`config.mk`:
```
export PLATFORM = sky130hd
export DESIGN_NAME = jk_bank_arbiter
export DESIGN_NICKNAME = d
export VERILOG_FILES = /design/src/rtl/jk_bank_arbiter.sv
export SDC_FILE = /design/constraint.sdc
export NUM_CORES = 1
export LEC_CHECK = 0
export ABC_AREA = 1
export CORE_MARGIN = 2
export CORE_UTILIZATION = 47
export DETAILED_ROUTE_END_ITERATION = 10
export GPL_TIMING_DRIVEN = 0
export PLACE_DENSITY_LB_ADDON = 0.08
export SYNTH_ARGS = -nofsm -noshare
export SYNTH_HDL_FRONTEND = slang
export SYNTH_SLANG_ARGS = --single-unit
```
`constraint.sdc`:
```
create_clock -name clk -period 1.4 [get_ports clk]
set_input_delay 0.28 -clock clk [delete_from_list [all_inputs] [get_ports clk]]
set_output_delay 0.28 -clock clk [all_outputs]
set_load 0.01 [all_outputs]
```
`src/rtl/jk_bank_arbiter.sv`:
```
// Bank of WIDTH JK cells shared between two requesters with round-robin
// arbitration. Commands are latched at grant, applied, then acknowledged.
//
// state | meaning
// IDLE  | no owner; sample requests and grant the winner
// APPLY | winner owns bank; latched JK command is written into q at edge
// ACK   | updated q visible; winner's ack pulses for this single cycle
module jk_bank_arbiter #(
  parameter int WIDTH = 4,
  parameter int CNT_W = 8
) (
  input  logic             clk,
  input  logic             rst,
  input  logic             req0,
  input  logic [1:0]       jk0,
  input  logic [WIDTH-1:0] mask0,
  input  logic             req1,
  input  logic [1:0]       jk1,
  input  logic [WIDTH-1:0] mask1,
  output logic             gnt0,
  output logic             gnt1,
  output logic             ack0,
  output logic             ack1,
  output logic [WIDTH-1:0] q,
  output logic [WIDTH-1:0] qb,
  output logic             busy,
  output logic [CNT_W-1:0] ops_cnt
);

  typedef enum logic [1:0] {IDLE, APPLY, ACK} state_t;

  state_t           state;
  logic [1:0]       cmd_jk;
  logic [WIDTH-1:0] cmd_mask;
  logic             win;
  logic             rr;
  logic             pick1;
  logic [WIDTH-1:0] q_next;

  // rr=0 prefers requester 0; a lone request always wins
  assign pick1 = req1 & (~req0 | rr);
  assign qb    = ~q;

  always_comb begin
    q_next = q;
    for (int i = 0; i < WIDTH; i++) begin
      if (cmd_mask[i]) begin
        case (cmd_jk)
          2'b01:   q_next[i] = 1'b0;
          2'b10:   q_next[i] = 1'b1;
          2'b11:   q_next[i] = ~q[i];
          default: q_next[i] = q[i];
        endcase
      end
    end
  end

  always_ff @(posedge clk) begin
    if (rst) begin
      state    <= IDLE;
      q        <= '0;
      gnt0     <= 1'b0;
      gnt1     <= 1'b0;
      ack0     <= 1'b0;
      ack1     <= 1'b0;
      busy     <= 1'b0;
      ops_cnt  <= '0;
      rr       <= 1'b0;
      win      <= 1'b0;
      cmd_jk   <= 2'b00;
      cmd_mask <= '0;
    end else begin
      case (state)
        IDLE: begin
          if (req0 | req1) begin
            win      <= pick1;
            cmd_jk   <= pick1 ? jk1 : jk0;
            cmd_mask <= pick1 ? mask1 : mask0;
            gnt0     <= ~pick1;
            gnt1     <= pick1;
            busy     <= 1'b1;
            state    <= APPLY;
          end
        end
        APPLY: begin
          q     <= q_next;
          ack0  <= ~win;
          ack1  <= win;
          state <= ACK;
        end
        ACK: begin
          gnt0    <= 1'b0;
          gnt1    <= 1'b0;
          ack0    <= 1'b0;
          ack1    <= 1'b0;
          busy    <= 1'b0;
          ops_cnt <= ops_cnt + CNT_W'(1);
          rr      <= ~win;
          state   <= IDLE;
        end
        default: state <= IDLE;
      endcase
    end
  end

endmodule
```
Word-level counts from Yosys, hierarchy flattened
Index checks and enable logic that the tools add are counted.
W data, S select, Z words.
{"block": "totals", "register_bits": 27, "out_inout_bits": 21}
{"block": "classes", "n_addsub": 1, "eq_ne": 6, "mux": 16, "n_bitwise": 11, "reduce_logical": 10}
{"cell": "$pmux W1 S3", "count": 4}
{"cell": "$reduce_and A3 Y1", "count": 4}
{"cell": "$pmux W1 S2", "count": 5}
{"cell": "$add A8 B1 Y8 const B", "count": 1}
{"cell": "$not A1 Y1", "count": 7}
{"cell": "$eq A2 B2 Y1 const B", "count": 3}
{"cell": "$eq A2 B1 Y1 const B", "count": 2}
{"cell": "$mux W2", "count": 2}
{"cell": "$mux W4", "count": 1}
{"cell": "$not A4 Y4", "count": 1}
{"cell": "$pmux W2 S2", "count": 1}
{"cell": "$reduce_and A2 Y1", "count": 2}
{"cell": "$reduce_bool A2 Y1", "count": 2}
{"cell": "$mux W1", "count": 3}
{"cell": "$reduce_bool A3 Y1", "count": 1}
{"cell": "$logic_not A2 Y1", "count": 1}
{"cell": "$ne A2 B2 Y1 const B", "count": 1}
{"cell": "$or A1 B1 Y1", "count": 2}
{"cell": "$and A1 B1 Y1", "count": 1}

Depth between registers and ports, before layout
Gate-level depths: netlist of run 1.
{"block": "depth", "word_depth": 6, "mapped_depth": 9, "ltp_nobuf": 8}

Worst setup path before layout of run 1
Ideal clock, no wire load.
{"block": "synth_timing", "path_type": "reg-to-reg", "from": "register state[0]", "to": "register gnt0", "setup_ns": 0.120, "arrival_time_ns": 1.072, "t_required_ns": 1.280, "slack_ns": 0.208, "stages_incl_launch_ff": 8, "path_buffers": 1, "path_cell_list": "dfxtp_1 -> inv_1 -> ha_1 -> buf_6 -> inv_2 -> or2_1 -> nand3_1 -> a21oi_1"}
{"block": "synth_between", "elab_chain_cells": 3}
{"element": "from (decl)", "line": "32", "source": "state_t state;"}
{"element": "from (signal assigned)", "line": "60", "source": "state <= IDLE;"}
{"element": "from (signal assigned)", "line": "82", "source": "state <= APPLY;"}
{"element": "from (signal assigned)", "line": "89", "source": "state <= ACK;"}
{"element": "$eq A2 B2 Y1 / $logic_not A2 Y1 (equally long branches)", "line": "73", "source": "case (state)"}
{"element": "$reduce_bool A2 Y1 (no source line) / $ne A2 B2 Y1 (equally long branches)"}
{"element": "$reduce_and A2 Y1 (no source line)"}
{"element": "to (signal assigned)", "line": "79", "source": "gnt0 <= ~pick1;"}
{"element": "to (decl)", "line": "20", "source": "output logic gnt0,"}
Several ways; a longest one is shown, not always the timed one.
A chain may end at the register's enable or synchronous reset.

Worst setup path after layout of run 1
{"block": "layout_timing", "from": "register q[1]", "to": "output port q[1]"}
{"element": "from (decl)", "line": "24", "source": "output logic [WIDTH-1:0] q,"}
{"element": "from (signal assigned)", "line": "86", "source": "q <= q_next;"}
No word-level cell between the ends.

==> out/results.ini, run 1 <==
[sta]
period_needed_ns=1.31
hold_violations=0
setup_tns_ns=0
fmax_ghz=0.766
finalMaxSlewViolations=0
slew_headroom=0.836
worst_pin_slew_ns=0.245
fin_worst_hold_slack_ns=0.219
fin_crit_sh=0.933
final.setup_skew_ns=0.00428
finalSetupViolCount=0

[global_route]
grt_max_degree=17
busiest_layer=met2
grt_antenna_before_repair=0
grt-ovfl-total=0
track_usage=0.183
grt_pass1_vias=1155
met1_usage=0.220
grt_pass1_wl_um=4780
globalRouteMet3Util=0.0249
grtUsageMet2=0.333

[logic_synthesis]
synthCells=189
ys_seq_area_frac=0.403
syn-num-nets=210
ys_seq_elements=27
ys_warn_count=0
avgSynthCellArea_um2=7.10
synth_cell_types=21
syn_area_um2=1340

[finish]
multi_input_area_um2=642
layout-drive-gt1-share=0.162
regArea_um2=562
n_fill_cell=259
area_growth_pct=32.3
n_antenna_cell=0
fin_nets=251

[placement]
io_buffers=34
globalplace.congestion=0.767
hpwl_um=2180

[setup_path]
crit_required_ns=1.12
worst_ep_arrival_time_ns=1.03
cp_slowest_stage_delay_ns=0.35
crit_path_max_fanout=3
critPathSlowestCell=dfxtp_2
crit_type=reg2out
path_cells=buf_4 -> clkdlybuf4s15_1
critPathCaptureType=output pin
cp-start-kind=register

[floorplanning]
die_y_um=57.4
start_util=0.491
core-area_um2=2730
die_area_um2=3300
ios=37
rows=19
die_w_um=57.4

[power_and_ir_drop]
p_sw_uw=528
p_comb_frac=0.257
p_sw_frac=0.318
p_clk_frac=0.211
vdd_ir_drop_max_uv=706
seqPwrFrac=0.532
leakage_nw=0.832
internal_power_mw=1.13
power.density_nw_per_um2=937
p_total_mw=1.66

[clocking]
cts_root_buffer=clkbuf_4
holdBufCountCts=0
cts.sinks=27
clk_pin_slew_ns=0.15
htreeDepth=1
numCtsBuffers=3
cts_tree=built
clockBufferDepth=2
clock_latency_ns=0.33

[route]
drc=0
drt_first_pass_iters=4
vias=1309
ant_nets=0
drtIter0Drc=43
wl_per_cell_um=10.9
wl_um=2850
via_per_inst=5.03

[flow_run]
cap_violations=0

[min_path]
min_path_type=in2reg

[outcome]
status=finished clean

[path summary, 6_finish.rpt]
check	from	endpoint	slack, ns	cells after the start
setup / recovery	q[1]$_SDFFE_PP0P_	q[1]	0.09	2
hold / removal	rst	ops_cnt[3]$_SDFFE_PP0P_	0.22	2
setup reg to reg	state[0]$_SDFFE_PP0P_	ops_cnt[4]$_SDFFE_PP0P_	0.11	7
hold reg to reg	ops_cnt[6]$_SDFFE_PP0P_	ops_cnt[6]$_SDFFE_PP0P_	0.49	2
[kinds of logic after synthesis]
group | share of synthesized area
and+or+nand+nor | 0.299
buffers and inverters | 0.128
adders and majority gates | 0.0466
AOI/OAI and AO/OA | 0.124
DFF | 0.403
[stage by stage]
stage | cells | setup WS (ns) | utilization | cell area (µm²)
6_report | 260 | 0.0938 | 0.649 | 1770
3_5_place_dp | 254 | -0.0715 | 0.629 | 1720
2_1_floorplan | 189 | 0.208 | - | 1340
4_1_cts | 260 | 0.0278 | 0.643 | 1760
5_1_grt | 260 | -0.00211 | 0.649 | 1770
3_3_place_gp | 254 | -0.0635 | 0.629 | 1720
[power by group through the flow]
stage | combinational (mW) | clock, mW | sequential (mW)
after floorplan | 0.274 | 0 | 0.907
after global placement | 0.422 | 0 | 0.901
after detailed placement | 0.436 | 0 | 0.903
after CTS | 0.426 | 0.367 | 0.883
after global routing | 0.479 | 0.391 | 0.894
final | 0.427 | 0.351 | 0.885
[state kept, by name, summed over array words and instances (netlist names)]
| name | cells |
|---|---|
| win | 1 |
| state | 2 |
| q | 4 |
| ops_cnt | 8 |
| busy | 1 |
| cmd_jk | 2 |
| gnt1 | 1 |
| rr | 1 |
| ack0 | 1 |
| ack1 | 1 |
| gnt0 | 1 |
| cmd_mask | 4 |
[critical path, delay by kind of cell (launching register included)]
family	cells	cell delay [ns]
flops	1	0.35
buf+inv	2	0.35
[cell usage after synthesis]
cell type | instances | area [µm²]
a21oi_1 | 26 | 130
buf_2 | 2 | 10.0
buf_6 | 3 | 33.8
dfxtp_1 | 27 | 541
ha_1 | 5 | 62.6
inv_1 | 33 | 124
inv_2 | 1 | 3.75
nand2_1 | 37 | 139
nand2_2 | 2 | 12.5
nand2_4 | 1 | 11.3
nand3_1 | 24 | 120
nand3_2 | 1 | 10.0
nand4_1 | 1 | 6.26
nor2_1 | 13 | 48.8
nor2_2 | 2 | 12.5
nor2_4 | 1 | 11.3
nor3_1 | 3 | 15.0
nor3b_1 | 1 | 7.51
o21ai_0 | 4 | 20.0
o21ai_4 | 1 | 16.3
or2_1 | 1 | 6.26
[area by class of cell]
| cell class | count | share of cell area |
|---|---|---|
| tap | 31 | 0.0219 |
| timing repair buffer | 36 | 0.186 |
| clock buffer | 3 | 0.0127 |
| clock inverter | 1 | 0.00423 |
| buffer | 5 | 0.0247 |
| multi-input combinational | 123 | 0.362 |
| inverter | 34 | 0.0719 |
| sequential | 27 | 0.317 |
[layout by cell type (no fill, tap or decap), drive strengths merged, types with 3 or more instances in the layout]
cell type and n:
dlygate4sd2 20, dfxtp 27, a21oi 26, buf 7
nor3 3, clkdlybuf4s50 13, nand2 40, o21ai 5
inv 34, nand3 25, nor2 16, ha 5
clkbuf 3
[per-layer routing]
metal,vias up,routed length [µm]
met3,5,100
met4,0,39
li1,679,-
met2,26,1480
met5,-,0
met1,599,1220
[timing repair]
| action | 4_1_cts | 5_1_grt |
|---|---|---|
| setup endpoints to repair | 21 | 14 |
| setup buffers | 2 | 0 |
| resized for setup | 35 | 7 |
No activity file was read; power rests on OpenSTA's default activity.
==> run 2, diff against run 1 <==
--- a/config.mk
+++ b/config.mk
@@ -7,7 +7,8 @@
 export LEC_CHECK = 0
 export ABC_AREA = 1
 export CORE_MARGIN = 2
-export CORE_UTILIZATION = 47
+export CORE_UTILIZATION = 49
+export CTS_BUF_LIST = sky130_fd_sc_hd__clkbuf_8
 export DETAILED_ROUTE_END_ITERATION = 10
 export GPL_TIMING_DRIVEN = 0
 export PLACE_DENSITY_LB_ADDON = 0.08
==> run 2 against run 1 <==
First-iteration DRC count is 47% lower. Sequential share of layout area is 0.56 points lower. Hold slack better by 0.066 ns. Routed wire length is 2.0% lower. Non-clock buffer count is 2 lower. Cell count is 1.2% lower. Core utilization is 4.3 points higher. Design area is 0.71% lower. Die area is 3.8% lower. Via count is 2.0% lower. Clock-buffer cell count stayed put. Critical path type is now reg2reg.
==> out/results.ini, run 2 (same netlist as run 1, synthesis figures left out) <==
[route]
vias=1283
wl_um=2790
ant_nets=0
drt_first_pass_iters=4
wl_per_cell_um=10.8
drc=0
drtIter0Drc=23
via_per_inst=4.99

[floorplanning]
start_util=0.527
die_y_um=56.3
rows=18
die_area_um2=3170
ios=37
die_w_um=56.3
core-area_um2=2540

[sta]
rsz0062_at_grt=false
period_needed_ns=1.36
finalSetupViolCount=0
fmax_ghz=0.738
fin_crit_sh=0.968
slew_headroom=0.813
fin_ws_ns=0.0441
hold_violations=0
worst_pin_slew_ns=0.280
final.setup_skew_ns=0.00861
finalMaxSlewViolations=0

[setup_path]
path_cells=inv_1 -> ha_2 -> nand3_1 -> o21ai_0 -> a21oi_1
r2r-start=state[1]$_SDFFE_PP0P_
worst_ep_arrival_time_ns=1.52
cp-start-kind=register
crit_required_ns=1.56
critPathCaptureType=register
crit_type=reg2reg
r2r-end=state[0]$_SDFFE_PP0P_
critPathSlowestCell=dfxtp_1
crit_family=flip-flops
crit_path_max_fanout=5
worst-path-buf-inv=1
rrSetupSlack_ns=0.04
cp_slowest_stage_delay_ns=0.34
reg2reg_depth=5

[clocking]
numCtsBuffers=3
post_cts_buffers=0
clock_latency_ns=0.27
htreeDepth=1
holdBufCountCts=0
clk_pin_slew_ns=0.10
cts.repair.resized=26
cts_root_buffer=clkbuf_8
cts.sinks=27
cts_tree=built
clockBufferDepth=2

[finish]
utilization=0.692
layout-drive-gt1-share=0.123
fin_nets=249
n_antenna_cell=0
area_growth_pct=31.3
largestRegisters=ops_cnt x8, cmd_mask x4, q x4
final_common_cell=nand2_1
n_fill_cell=246
largest_register_ffs=8
top_register=ops_cnt
mostFrequentLayoutCells=nand2_1, inv_1, a21oi_1

[placement]
globalplace.congestion=0.833
pre_cts_slack_ns=-0.0738
hpwl_um=2150
io_buffers=34

[global_route]
grt_pass1_vias=1101
track_usage=0.179
grt_max_degree=17
grt-ovfl-total=0
grt_pass1_wl_um=4570
grt_antenna_before_repair=0

[min_path]
holdPathEnd=ops_cnt[4]$_SDFFE_PP0P_
hold_depth=2
min_path_type=in2reg
hold_start=rst

[power_and_ir_drop]
power.density_nw_per_um2=996
p_total_mw=1.76
vdd_ir_drop_max_uv=877
leakage_nw=0.828

[flow_run]
cap_violations=0

[outcome]
status=finished clean

run 2: how the worst max path moves through the flow:
| stage | slack [ns] | start | cells past startpoint | end |
|---|---|---|---|---|
| after CTS | 0.03 | state[0]$_SDFFE_PP0P_ | 5 | state[0]$_SDFFE_PP0P_ |
| after floorplan | 0.21 | state[0]$_SDFFE_PP0P_ | 7 | gnt0$_SDFFE_PP0P_ |
| after global routing | 0.01 | state[0]$_SDFFE_PP0P_ | 7 | gnt1$_SDFFE_PP0P_ |
| after global placement | -0.06 | req0 | 6 | cmd_mask[3]$_SDFFE_PP0P_ |
| final | 0.04 | state[1]$_SDFFE_PP0P_ | 5 | state[0]$_SDFFE_PP0P_ |
| after detailed placement | -0.07 | req0 | 6 | gnt1$_SDFFE_PP0P_ |
run 2: layout make-up:
| cell class | instances | area (µm²) | share of cell area |
|---|---|---|---|
| plain buffers | 5 | 43.8 | 0.0249 |
| clock buffers | 3 | 41.3 | 0.0234 |
| clock inverters | 1 | 7.51 | 0.00426 |
| inverters | 34 | 128 | 0.0724 |
| multi-input cells | 123 | 642 | 0.364 |
| flip-flops and latches | 27 | 548 | 0.311 |
| well taps | 30 | 37.5 | 0.0213 |
| repair buffers | 34 | 314 | 0.178 |
run 2: per-layer routing:
| layer | share of wire | global-route usage | vias up | routed length (µm) |
|---|---|---|---|---|
| li1 | - | - | 674 | - |
| met1 | 0.48 | 0.233 | 577 | 1330 |
| met2 | 0.48 | 0.308 | 28 | 1350 |
| met3 | 0.033 | 0.0276 | 4 | 91 |
| met4 | 0.0079 | 0.0476 | 0 | 22 |
| met5 | 0 | 0 | - | 0 |
run 2: per-stage QoR:
step	instances	hold slack, ns	area (µm²)	setup TNS, ns
after floorplan	189	0.455	1340	0
after global placement	253	0.453	1720	-0.356
after detailed placement	253	0.475	1720	-0.492
after CTS	257	0.285	1750	0
after global routing	257	0.307	1760	0
final	257	0.285	1760	0
run 2: power breakdown:
part           switching [mW]  total, mW  internal (mW)
clock                   0.243      0.445          0.202
combinational           0.238      0.423          0.185
sequential             0.0500      0.887          0.837
total                   0.531       1.76           1.22
==> run 3, diff against run 2 <==
--- a/config.mk
+++ b/config.mk
@@ -7,7 +7,7 @@
 export LEC_CHECK = 0
 export ABC_AREA = 1
 export CORE_MARGIN = 2
-export CORE_UTILIZATION = 49
+export CORE_UTILIZATION = 50
 export CTS_BUF_LIST = sky130_fd_sc_hd__clkbuf_8
 export DETAILED_ROUTE_END_ITERATION = 10
 export GPL_TIMING_DRIVEN = 0
==> constraint.sdc (replaced) <==
create_clock -name clk -period 1.56 [get_ports clk]
set_input_delay 0.312 -clock clk [delete_from_list [all_inputs] [get_ports clk]]
set_output_delay 0.312 -clock clk [all_outputs]
set_load 0.01 [all_outputs]
==> run 3 against run 2 <==
Sequential power decreased by 10%. Sequential cell count unchanged. Combinational power decreased by 8.7%. Global-route usage increased by 1.5 points. Critical endpoint is now ops_cnt[0].
==> out/results.ini, run 3 (same netlist as run 1, synthesis figures left out) <==
[sta]
slew_headroom=0.833
period_needed_ns=1.51
worst_pin_slew_ns=0.249
rsz0062_at_grt=false
final.setup_skew_ns=0.00203
setup_tns_ns=0
finalMaxSlewViolations=0
fmax_ghz=0.661
finalSetupViolCount=0
fin_crit_sh=0.970
hold_violations=0
fin_worst_hold_slack_ns=0.320

[setup_path]
cp-start-kind=register
critPathSlowestCell=clkdlybuf4s50_1
cp_slowest_stage_delay_ns=0.55
crit_family=buffers and inverters
crit_type=reg2out
worst-path-buf-inv=1
rrSetupSlack_ns=0.23
path_cells=clkdlybuf4s50_1
worst_ep_arrival_time_ns=1.20
crit_required_ns=1.25
critPathCaptureType=output pin
crit_path_max_fanout=4

[outcome]
status=finished clean

[finish]
fin_nets=249
largestRegisters=ops_cnt x8, cmd_mask x4, q x4
layout-drive-gt1-share=0.0969
area_growth_pct=32.4
n_antenna_cell=0
top_register=ops_cnt
largest_register_ffs=8
mostFrequentLayoutCells=nand2_1, inv_1, clkdlybuf4s50_1
final_common_cell=nand2_1

[clocking]
clockBufferDepth=2
numCtsBuffers=3
clock_latency_ns=0.27
htreeDepth=1
clk_pin_slew_ns=0.09
cts_root_buffer=clkbuf_8
cts.sinks=27
cts_tree=built

[route]
drt_first_pass_iters=4
drc=0
vias=1240
wl_met1_um=1310
wl_um=2810
wl_met3_um=68
drtIter0Drc=38
ant_nets=0
topRoutingLayerUsed=met4
via_per_inst=4.82
dr_wl_met2_um=1390
wl_per_cell_um=10.9

[power_and_ir_drop]
power.density_nw_per_um2=884
p_comb_frac=0.246
p_clk_frac=0.247
vdd_ir_drop_max_uv=542
p_sw_frac=0.295
leakage_nw=0.804
seqPwrFrac=0.507
internal_power_mw=1.11
p_sw_uw=463

[global_route]
grt_pass1_wl_um=4880
grt_pass1_vias=1197
grt-ovfl-total=0
grt_max_degree=15
track_usage=0.194
grt_antenna_before_repair=0

[flow_run]
cap_violations=0

[floorplanning]
die_w_um=55.8
ios=37
die_area_um2=3110
start_util=0.537
rows=18
core-area_um2=2500
die_y_um=55.8

[placement]
io_buffers=34
globalplace.congestion=0.767
hpwl_um=2180

[min_path]
min_path_type=in2reg

## run 3: cell types whose count changed in the layout (fill, tap and decap cells not counted), sizes merged
cell	previous run	this run
dlygate4sd2	21	0
clkdlybuf4s50	13	32
dlymetal6s2s	0	2
clkinvlp	1	0
inv	34	35
## run 3: metal layers
metal / global-route usage / vias up
li1: - / 674
met1: 0.240 / 541
met2: 0.338 / 20
met3: 0.0279 / 5
met4: 0.0732 / 0
met5: 0 / -
## run 3: power groups by stage
| stage | clock network, mW | registers (mW) | logic (mW) |
|---|---|---|---|
| global route | 0.426 | 0.803 | 0.437 |
| detailed placement | 0 | 0.810 | 0.389 |
| global placement | 0 | 0.807 | 0.376 |
| floorplan | 0 | 0.814 | 0.246 |
| CTS | 0.404 | 0.796 | 0.390 |
| finish | 0.388 | 0.795 | 0.386 |
## run 3: layout make-up
cell class | count | area [µm²]
Clock inverter | 1 | 3.75
Clock buffer | 3 | 41.3
Multi-Input combinational cell | 123 | 629
Inverter | 34 | 128
Tap cell | 30 | 37.5
Fill cell | 216 | 724
Sequential cell | 27 | 547
Buffer | 5 | 43.8
Timing Repair Buffer | 34 | 345
## run 3: through the flow
step | cell area, µm² | instances | power, mW | setup slack (ns) | util
after global placement | 1720 | 253 | 1.18 | 0.0777 | 0.688
after detailed placement | 1720 | 253 | 1.20 | 0.0501 | 0.688
after floorplan | 1340 | 189 | 1.06 | 0.368 | -
final | 1780 | 257 | 1.57 | 0.0465 | 0.710
after global routing | 1780 | 257 | 1.67 | 0.00521 | 0.710
after CTS | 1770 | 257 | 1.59 | 0.0192 | 0.707
## run 3: worst reg2reg max path: cells and delay by family, from the launching register on
family / cells / cell delay (ns)
and+or+nand+nor: 5 / 0.49
DFF: 1 / 0.34
buffers and inverters: 3 / 0.28
adders and majority gates: 1 / 0.17
## run 3: worst paths after layout
kind | from | cells after the start | to
worst max-delay path | ops_cnt[0]$_SDFFE_PP0P_ | 1 | ops_cnt[0]
worst min-delay path | rst | 2 | ops_cnt[4]$_SDFFE_PP0P_
worst max register to register | state[0]$_SDFFE_PP0P_ | 9 | ops_cnt[7]$_SDFFE_PP0P_
worst min register to register | ack0$_SDFFE_PP0P_ | 2 | ack0$_SDFFE_PP0P_
## run 3: timing repair
item	in CTS	in global routing
pin swaps	0	0
hold buffers	0	0
setup endpoints to repair	3	6
setup buffers	0	0
resized for setup	3	4
